### src/rtl/absorb_sequencer.sv
// Absorb sequencer: slices a byte-length-tagged message into rate-sized word
// blocks for padding_generator, appending zero pad words to complete the block.
module absorb_sequencer #(
  parameter int W              = 64,
  parameter int LEN_WIDTH      = 32,
  parameter int RATE_WORDS_128 = 21,
  parameter int RATE_WORDS_256 = 17
) (
  input  logic                 clk,
  input  logic                 rst,
  input  logic                 start,
  input  logic                 mode,
  input  logic [LEN_WIDTH-1:0] msg_len,
  input  logic [W-1:0]         din,
  input  logic                 din_valid,
  output logic                 din_ready,
  output logic [W-1:0]         word_out,
  output logic                 word_valid,
  input  logic                 word_ready,
  output logic [2:0]           valid_word_bytes,
  output logic                 padding_enable,
  output logic                 last_word_in_block,
  output logic                 padding_reset,
  output logic                 block_done,
  output logic                 msg_done
);

  localparam logic [1:0] S_IDLE = 2'd0;
  localparam logic [1:0] S_MSG  = 2'd1;
  localparam logic [1:0] S_PAD  = 2'd2;
  localparam logic [1:0] S_DONE = 2'd3;

  localparam logic [4:0]           RATE_128       = 5'(RATE_WORDS_128);
  localparam logic [4:0]           RATE_256       = 5'(RATE_WORDS_256);
  localparam logic [LEN_WIDTH-1:0] BYTES_PER_WORD = LEN_WIDTH'(8);
  localparam logic [LEN_WIDTH-1:0] LEN_ZERO       = {LEN_WIDTH{1'b0}};

  logic [1:0]           state_r;
  logic [4:0]           rate_r;
  logic [4:0]           wcnt_r;
  logic [4:0]           wcnt_next_s;
  logic [LEN_WIDTH-1:0] rem_r;
  logic [LEN_WIDTH-1:0] rem_next_s;
  logic                 tail_s;
  logic                 last_s;
  logic                 xfer_s;

  // Output decode from the current state; din passes straight through in MSG.
  always_comb begin
    din_ready        = 1'b0;
    word_out         = {W{1'b0}};
    word_valid       = 1'b0;
    valid_word_bytes = 3'd0;
    padding_enable   = 1'b0;
    padding_reset    = 1'b0;
    msg_done         = 1'b0;
    last_s           = 1'b0;
    tail_s           = (rem_r < BYTES_PER_WORD);
    case (state_r)
      S_IDLE: begin
        padding_reset = start;
      end
      S_MSG: begin
        word_out   = din;
        word_valid = din_valid;
        din_ready  = word_ready;
        last_s     = (wcnt_r == rate_r - 5'd1);
        if (tail_s) begin
          padding_enable   = 1'b1;
          valid_word_bytes = rem_r[2:0];
        end else begin
          padding_enable   = 1'b0;
          valid_word_bytes = 3'd0;
        end
      end
      S_PAD: begin
        word_valid     = 1'b1;
        padding_enable = 1'b1;
        last_s         = (wcnt_r == rate_r - 5'd1);
      end
      S_DONE: begin
        msg_done      = 1'b1;
        padding_reset = start;
      end
      default: begin
        word_out = {W{1'b0}};
      end
    endcase
    xfer_s             = word_valid & word_ready;
    last_word_in_block = last_s;
    block_done         = xfer_s & last_s;
    rem_next_s         = tail_s ? LEN_ZERO : (rem_r - BYTES_PER_WORD);
    wcnt_next_s        = last_s ? 5'd0 : (wcnt_r + 5'd1);
  end

  // Sequencing state: block position, remaining bytes and phase.
  always_ff @(posedge clk or posedge rst) begin
    if (rst) begin
      state_r <= S_IDLE;
      rate_r  <= RATE_128;
      wcnt_r  <= 5'd0;
      rem_r   <= LEN_ZERO;
    end else begin
      case (state_r)
        S_IDLE, S_DONE: begin
          if (start) begin
            rate_r  <= mode ? RATE_256 : RATE_128;
            rem_r   <= msg_len;
            wcnt_r  <= 5'd0;
            state_r <= (msg_len != LEN_ZERO) ? S_MSG : S_PAD;
          end
        end
        S_MSG: begin
          if (xfer_s) begin
            rem_r  <= rem_next_s;
            wcnt_r <= wcnt_next_s;
            // A padded tail landing on the block's last word closes the message;
            // otherwise (including exact multiples of 8) pad words follow.
            if (rem_next_s == LEN_ZERO) begin
              state_r <= (last_s && padding_enable) ? S_DONE : S_PAD;
            end
          end
        end
        S_PAD: begin
          if (xfer_s) begin
            wcnt_r <= wcnt_next_s;
            if (last_s) begin
              state_r <= S_DONE;
            end
          end
        end
        default: begin
          state_r <= S_IDLE;
        end
      endcase
    end
  end

endmodule

### config.mk
export PLATFORM = sky130hd
export DESIGN_NAME = absorb_sequencer
export DESIGN_NICKNAME = d
export VERILOG_FILES = /design/src/rtl/absorb_sequencer.sv
export SDC_FILE = /design/constraint.sdc
export NUM_CORES = 1
export LEC_CHECK = 0
export CAP_MARGIN = 30
export CORE_MARGIN = 5
export CORE_UTILIZATION = 42
export CTS_CLUSTER_DIAMETER = 50
export DETAILED_ROUTE_END_ITERATION = 7
export GPL_TIMING_DRIVEN = 1
export PLACE_DENSITY_LB_ADDON = 0.25
export SKIP_CTS_REPAIR_TIMING = 1
export SYNTH_ARGS = -nofsm -noshare
export SYNTH_HDL_FRONTEND = slang
export SYNTH_SLANG_ARGS = --single-unit
export TNS_END_PERCENT = 50
### constraint.sdc
create_clock -name clk -period 5.55 [get_ports clk]
set_clock_uncertainty 0.15 [all_clocks]
set_input_delay 0.555 -clock clk [delete_from_list [all_inputs] [get_ports clk]]
set_output_delay 0.555 -clock clk [all_outputs]
set_load 0.005 [all_outputs]
# Word-level counts from Yosys, hierarchy flattened
# Index checks and enable logic that the tools add are counted.
[totals]
reg_bits = 44
inputBits = 102
output_inout_bits = 74
elab_cells = 58
[op_classes]
add_sub_neg = 3
order_cmp = 1
n_eq_ne = 10
muxes = 27
bitwise_logic = 2
reduce_logical = 11
[ops]
columns = ["cell", "n"]
rows = [
  ["2-to-1 mux 32 bit", 3],
  ["2-to-1 mux 64 bit", 1],
  ["case mux 32 bit (2 select lines)", 1],
  ["logical NOT 32 bit", 1],
  ["< comparator 32 x 4 -> 1 bit (second input constant)", 1],
  ["nonzero test 32 bit", 1],
  ["subtractor 32 x 4 -> 32 bit (second input constant)", 1],
  ["2-to-1 mux 5 bit", 3],
  ["2-to-1 mux 2 bit", 6],
  ["case mux 5 bit (2 select lines)", 1],
  ["2-to-1 mux 3 bit", 3],
  ["inequality test 2 bit (second input constant)", 4],
  ["2-to-1 mux 1 bit", 6],
  ["case mux 2 bit (3 select lines)", 1],
  ["adder 5 x 1 -> 5 bit (second input constant)", 1],
  ["== test 5 bit", 1],
  ["AND reduction 5 bit", 1],
  ["subtractor 5 x 1 -> 5 bit (second input constant)", 1],
  ["== test 2 bit (second input constant)", 2],
  ["inequality test 2 x 1 -> 1 bit (second input constant)", 2],
  ["case mux 1 bit (2 select lines)", 2],
  ["AND reduction 2 bit", 2],
  ["OR reduction 2 bit", 2],
  ["AND reduction 3 bit", 1],
  ["other kinds (5)", 6],
]

# Depth between registers and ports, before layout
[logic_depth]
ltp_word = 8
depth_mapped = 12
depth_no_buf = 9

# Worst setup path before layout
# Ideal clock, no wire load.
[synth_path]
path_type = "flip-flop to flip-flop"
from = "register rem_r[3]"
to = "register state_r[1]"
setup_time_ns = 0.124
arrival_time_ns = 2.794
required_ns = 5.276
path_slack_ns = 2.483
stages_incl_launch_ff = 10
n_path_buf = 0
synth_period_minus_slack_ns = 3.067
path_cell_list = "dfrtp_1 > inv_1 > ha_1 > nor3b_1 > nand4_1 > o21a_1 > o21ai_2 > or3b_1 > a221o_1 > o21bai_1"
[synth_via]
elab_chain_cells = 5
elab_cells_between_ends = 6
cone_classes = "add/sub (1); order compare (1); eq/ne (1); mux (1); reduce/logical (2)"
[synth_lines]
columns = ["item", "line", "source"]
rows = [
  ["start: declaration", "42", "logic [LEN_WIDTH-1:0] rem_r;"],
  ["start signal: assignment", "108", "rem_r <= msg_len;"],
  ["start signal: assignment", "115", "rem_r <= rem_next_s;"],
  ["subtractor 32 x 4 -> 32 bit or < comparator 32 x 4 -> 1 bit (tied branches)", "92, 58", ""],
  ["2-to-1 mux 32 bit (*)", "92", "rem_next_s = tail_s ? LEN_ZERO : (rem_r - BYTES_PER_WORD);"],
  ["logical NOT 32 bit (*)", "119", "if (rem_next_s == LEN_ZERO) begin"],
  ["inequality test 2 bit (no line) (*)", "--", ""],
  ["AND reduction 5 bit (no line) (*)", "--", ""],
  ["end signal: assignment", "110", "state_r <= (msg_len != LEN_ZERO) ? S_MSG : S_PAD;"],
  ["end signal: assignment", "120", "state_r <= (last_s && padding_enable) ? S_DONE : S_PAD;"],
  ["end: declaration", "38", "logic [1:0] state_r;"],
]
# Every way passes the cells marked *; elsewhere a longest branch is shown, timed or not.
# A chain may end at the register's enable or synchronous reset.

# Worst setup path in the final report
[layout_path]
from = "register rem_r[5]"
to = "output port valid_word_bytes[1]"
[layout_via]
elab_chain_cells = 3
[layout_lines]
columns = ["item", "line", "source"]
rows = [
  ["< comparator 32 x 4 -> 1 bit", "58", "tail_s = (rem_r < BYTES_PER_WORD);"],
  ["2-to-1 mux 3 bit", "68", "if (tail_s) begin"],
  ["2-to-1 mux 3 bit", "59", "case (state_r)"],
  ["end: declaration", "20", "output logic [2:0] valid_word_bytes,"],
]
# Every way passes these cells.

==> run_results.csv <==
group,metric,value,unit
sta,min_period,4330,ps
route,detail_route.wl_per_cell,19.1,µm
worst_hold_path,min_from,"wcnt_r[4]$_DFFE_PP0P_",
route,drt-initial-drc-count,479,
logic_synthesis,synth_top_family_by_area,"simple AND/OR/NAND/NOR gates",
critical_path,end_kind,"output pin",
logic_synthesis,synth_edf_count,0,
finish,nFillCells,691,
floorplanning,die-height,102,µm
power_and_ir_drop,vdd_drop_max,289,µV
power_and_ir_drop,p_leak,2.03,nW
clock_tree,clk_pin_slew,90,ps
sta,hold_viol,0,
logic_synthesis,yosysUniqueCellTypes,58,
sta,max_freq,231,MHz
logic_synthesis,synth_compound_area_share,26.2,%
logic_synthesis,yosys-top-cells-area,"dfrtp_1, and2_1, nor4_1",
critical_path,crit_required,4850,ps
sta,setup_violations,0,
floorplanning,design.die.area,10300,µm²
global_route,grt_pass1_vias,3984,
critical_path,arrival,3620,ps
route,ant_nets,0,
critical_path,cp_max_fo,10,
global_route,grt_pass1_wl,20900,µm
global_route,grt_util_all_layers,25.6,%
route,drc,0,
finish,area_growth,54.3,%
place,dp_hpwl,10500,µm
place,placed_cells,711,
floorplanning,rows,33,
outcome,outcome,"finished, final reports clean",
logic_synthesis,synth_top_cell_area_share,27.7,%
floorplanning,fp.dieW,102,µm
logic_synthesis,synthMuxAreaShare,0,%
clock_tree,cts_tree,"done",
route,drtPass1Iterations,6,
logic_synthesis,postSynthCellCount,461,
route,routed_wl,13800,µm
place,portBuffers,175,
finish,final_cell_mix,"clkdlybuf4s50_1, and2_1, dfrtp_1",
clock_tree,clk_path_buf_depth,2,
logic_synthesis,mappedNetlistArea,3520,µm²
critical_path,path_class,"flip-flop to output pin",
sta,drv_slew,0,
logic_synthesis,avgSynthCellArea,7.64,µm²
logic_synthesis,yosysSeqAreaShare,28.5,%
floorplanning,ios,176,
sta,rsz0062_at_grt,"false",
power_and_ir_drop,finalPower,2.77,mW
logic_synthesis,synthFlopType,"dfrtp_1",
logic_synthesis,synth-simple-area-share,36.1,%
finish,fin_nets,722,
place,place_congestion,0.971,
power_and_ir_drop,p_per_area,510,nW/µm²
clock_tree,cts_buffers,5,
sta,slew-limit-headroom,23.3,%
global_route,grt_max_degree,79,
logic_synthesis,syn-num-nets,569,
route,vias,4317,
route,via_per_inst,6.00,
logic_synthesis,synth_fa_ha_area_share,2.13,%
global_route,antenna_found_initial,0,
sta,fin_crit_sh,78.0,%
finish,instances_no_fill,720,
clock_tree,cts_root_buf,"clkbuf_8",
finish,diodes,0,
finish,final_common_cell,"clkdlybuf4s50_1",
sta,tightestPinTransition,1150,ps
job,cap_violations,0,
global_route,overflow,0,
worst_hold_path,hold_path.class,"flip-flop to flip-flop",
logic_synthesis,ys_async_sr_fraction,100,%
sta,tns,0,ps
clock_tree,clk_latency,300,ps
clock_tree,clock_sinks,40,
critical_path,startpoint_type,"flip-flop",
logic_synthesis,ys_ff_latch,40,
critical_path,crit_start,"rem_r[5]$_DFFE_PP0P_",
critical_path,reg2reg_from,"rem_r[5]$_DFFE_PP0P_",
logic_synthesis,yosysTopAreaCell,"dfrtp_1",
floorplanning,initial_core_util,43.1,%
logic_synthesis,synth_xor_area_share,0.746,%
finish,drive_above_1_share,4.23,%
floorplanning,core,8180,µm²
clock_tree,htree_levels,2,
logic_synthesis,yosysWarnings,0,
[cells by family (layout without fill, tap and decap cells)]
| kind of cell | count (synthesis) | after routing |
|---|---|---|
| AO/OA/AOI/OAI | 133 | 133 |
| XOR/XNOR | 3 | 3 |
| adder cells (fa/ha/maj) | 6 | 6 |
| buffers and inverters | 55 | 209 |
| flip-flops | 40 | 40 |
| AND/OR/NAND/NOR | 224 | 224 |
[worst paths after layout]
kind,end,slack [ps],depth (start not counted)
max in group asynchronous,rate_r[2]$_DFFE_PP1P_,4320,3
min,wcnt_r[4]$_DFFE_PP0P_,340,1
min in group asynchronous,rem_r[3]$_DFFE_PP0P_,540,3
max reg2reg,state_r[1]$_DFFE_PP0P_,1690,7
max,valid_word_bytes[1],1220,5
min reg2reg,wcnt_r[4]$_DFFE_PP0P_,340,1
[cells in the mapped netlist (2+ instances only)]
cell type and n:
o21a_1 2, dfrtp_1 39, inv_1 19, nand2_1 21
clkbuf_1 30, buf_6 2, nor2b_1 2, a32o_1 3
nand2b_1 3, ha_1 6, nor4b_1 5, nor4_1 22
a21o_1 5, a21oi_1 27, buf_2 3, nor2_1 34
a22oi_1 3, a2111oi_0 3, a221oi_1 3, nand4b_1 2
and3_1 2, and2_1 69, nand3_1 10, nor3_1 20
o21ai_0 14, o31ai_1 7, o22ai_1 5, or2_2 4
a221o_1 2, o2bb2ai_1 2, a22o_1 15, xor2_1 2
o31a_1 4, o32ai_1 3, or3b_1 3, o211ai_1 3
nand4_1 8, o21ai_1 19, nor3b_1 3, a31oi_1 2
or3_1 7, a32oi_1 2, or4_1 6
[where the power goes]
part           total (mW)  switching [mW]  internal (mW)
Combinational        1.88            1.00          0.878
Clock               0.245           0.111          0.134
Sequential          0.647           0.208          0.439
[per-layer routing]
| metal | wire, µm | global-route usage (%) | part of all wire (%) | vias to the layer above |
|---|---|---|---|---|
| met5 | 0 | 0 | 0 | - |
| met4 | 376 | 6.13 | 2.7 | 0 |
| met3 | 1640 | 8.40 | 12 | 31 |
| met2 | 6670 | 44.5 | 48 | 275 |
| met1 | 5090 | 30.5 | 37 | 1996 |
| li1 | - | - | - | 2015 |
[registers in the layout, summed over array words and instances (netlist names)]
signal and cells:
wcnt_r 5, rate_r 1, state_r 2, rem_r 32
[metrics by stage]
| step | hold WS (ps) | setup slack, ps | instance area, µm² | util [%] |
|---|---|---|---|---|
| floorplan | 296 | 2480 | 3520 | - |
| global placement | 330 | 1720 | 5300 | 64.8 |
| detailed placement | 327 | 1620 | 5300 | 64.8 |
| CTS | 343 | 1310 | 5410 | 66.1 |
| global route | 352 | 1030 | 5430 | 66.5 |
| finish | 342 | 1220 | 5430 | 66.5 |
[area by class of cell]
type	instances	area (µm²)	share of cell area [%]
multi-input cells	366	2300	42.3
repair buffers	181	1820	33.4
flip-flops and latches	40	1000	18.4
well taps	105	131	2.42
inverters	20	75.1	1.38
clock buffers	6	72.6	1.34
clock inverters	2	35.0	0.645
[critical path: stages, from the launching register on]
cell and delay, ps:
dfrtp_1 480, nor4_1 740, nand3_1 560, nor4_1 820
and2_1 230, clkdlybuf4s50_1 490
No activity file was read; power rests on OpenSTA's default activity.
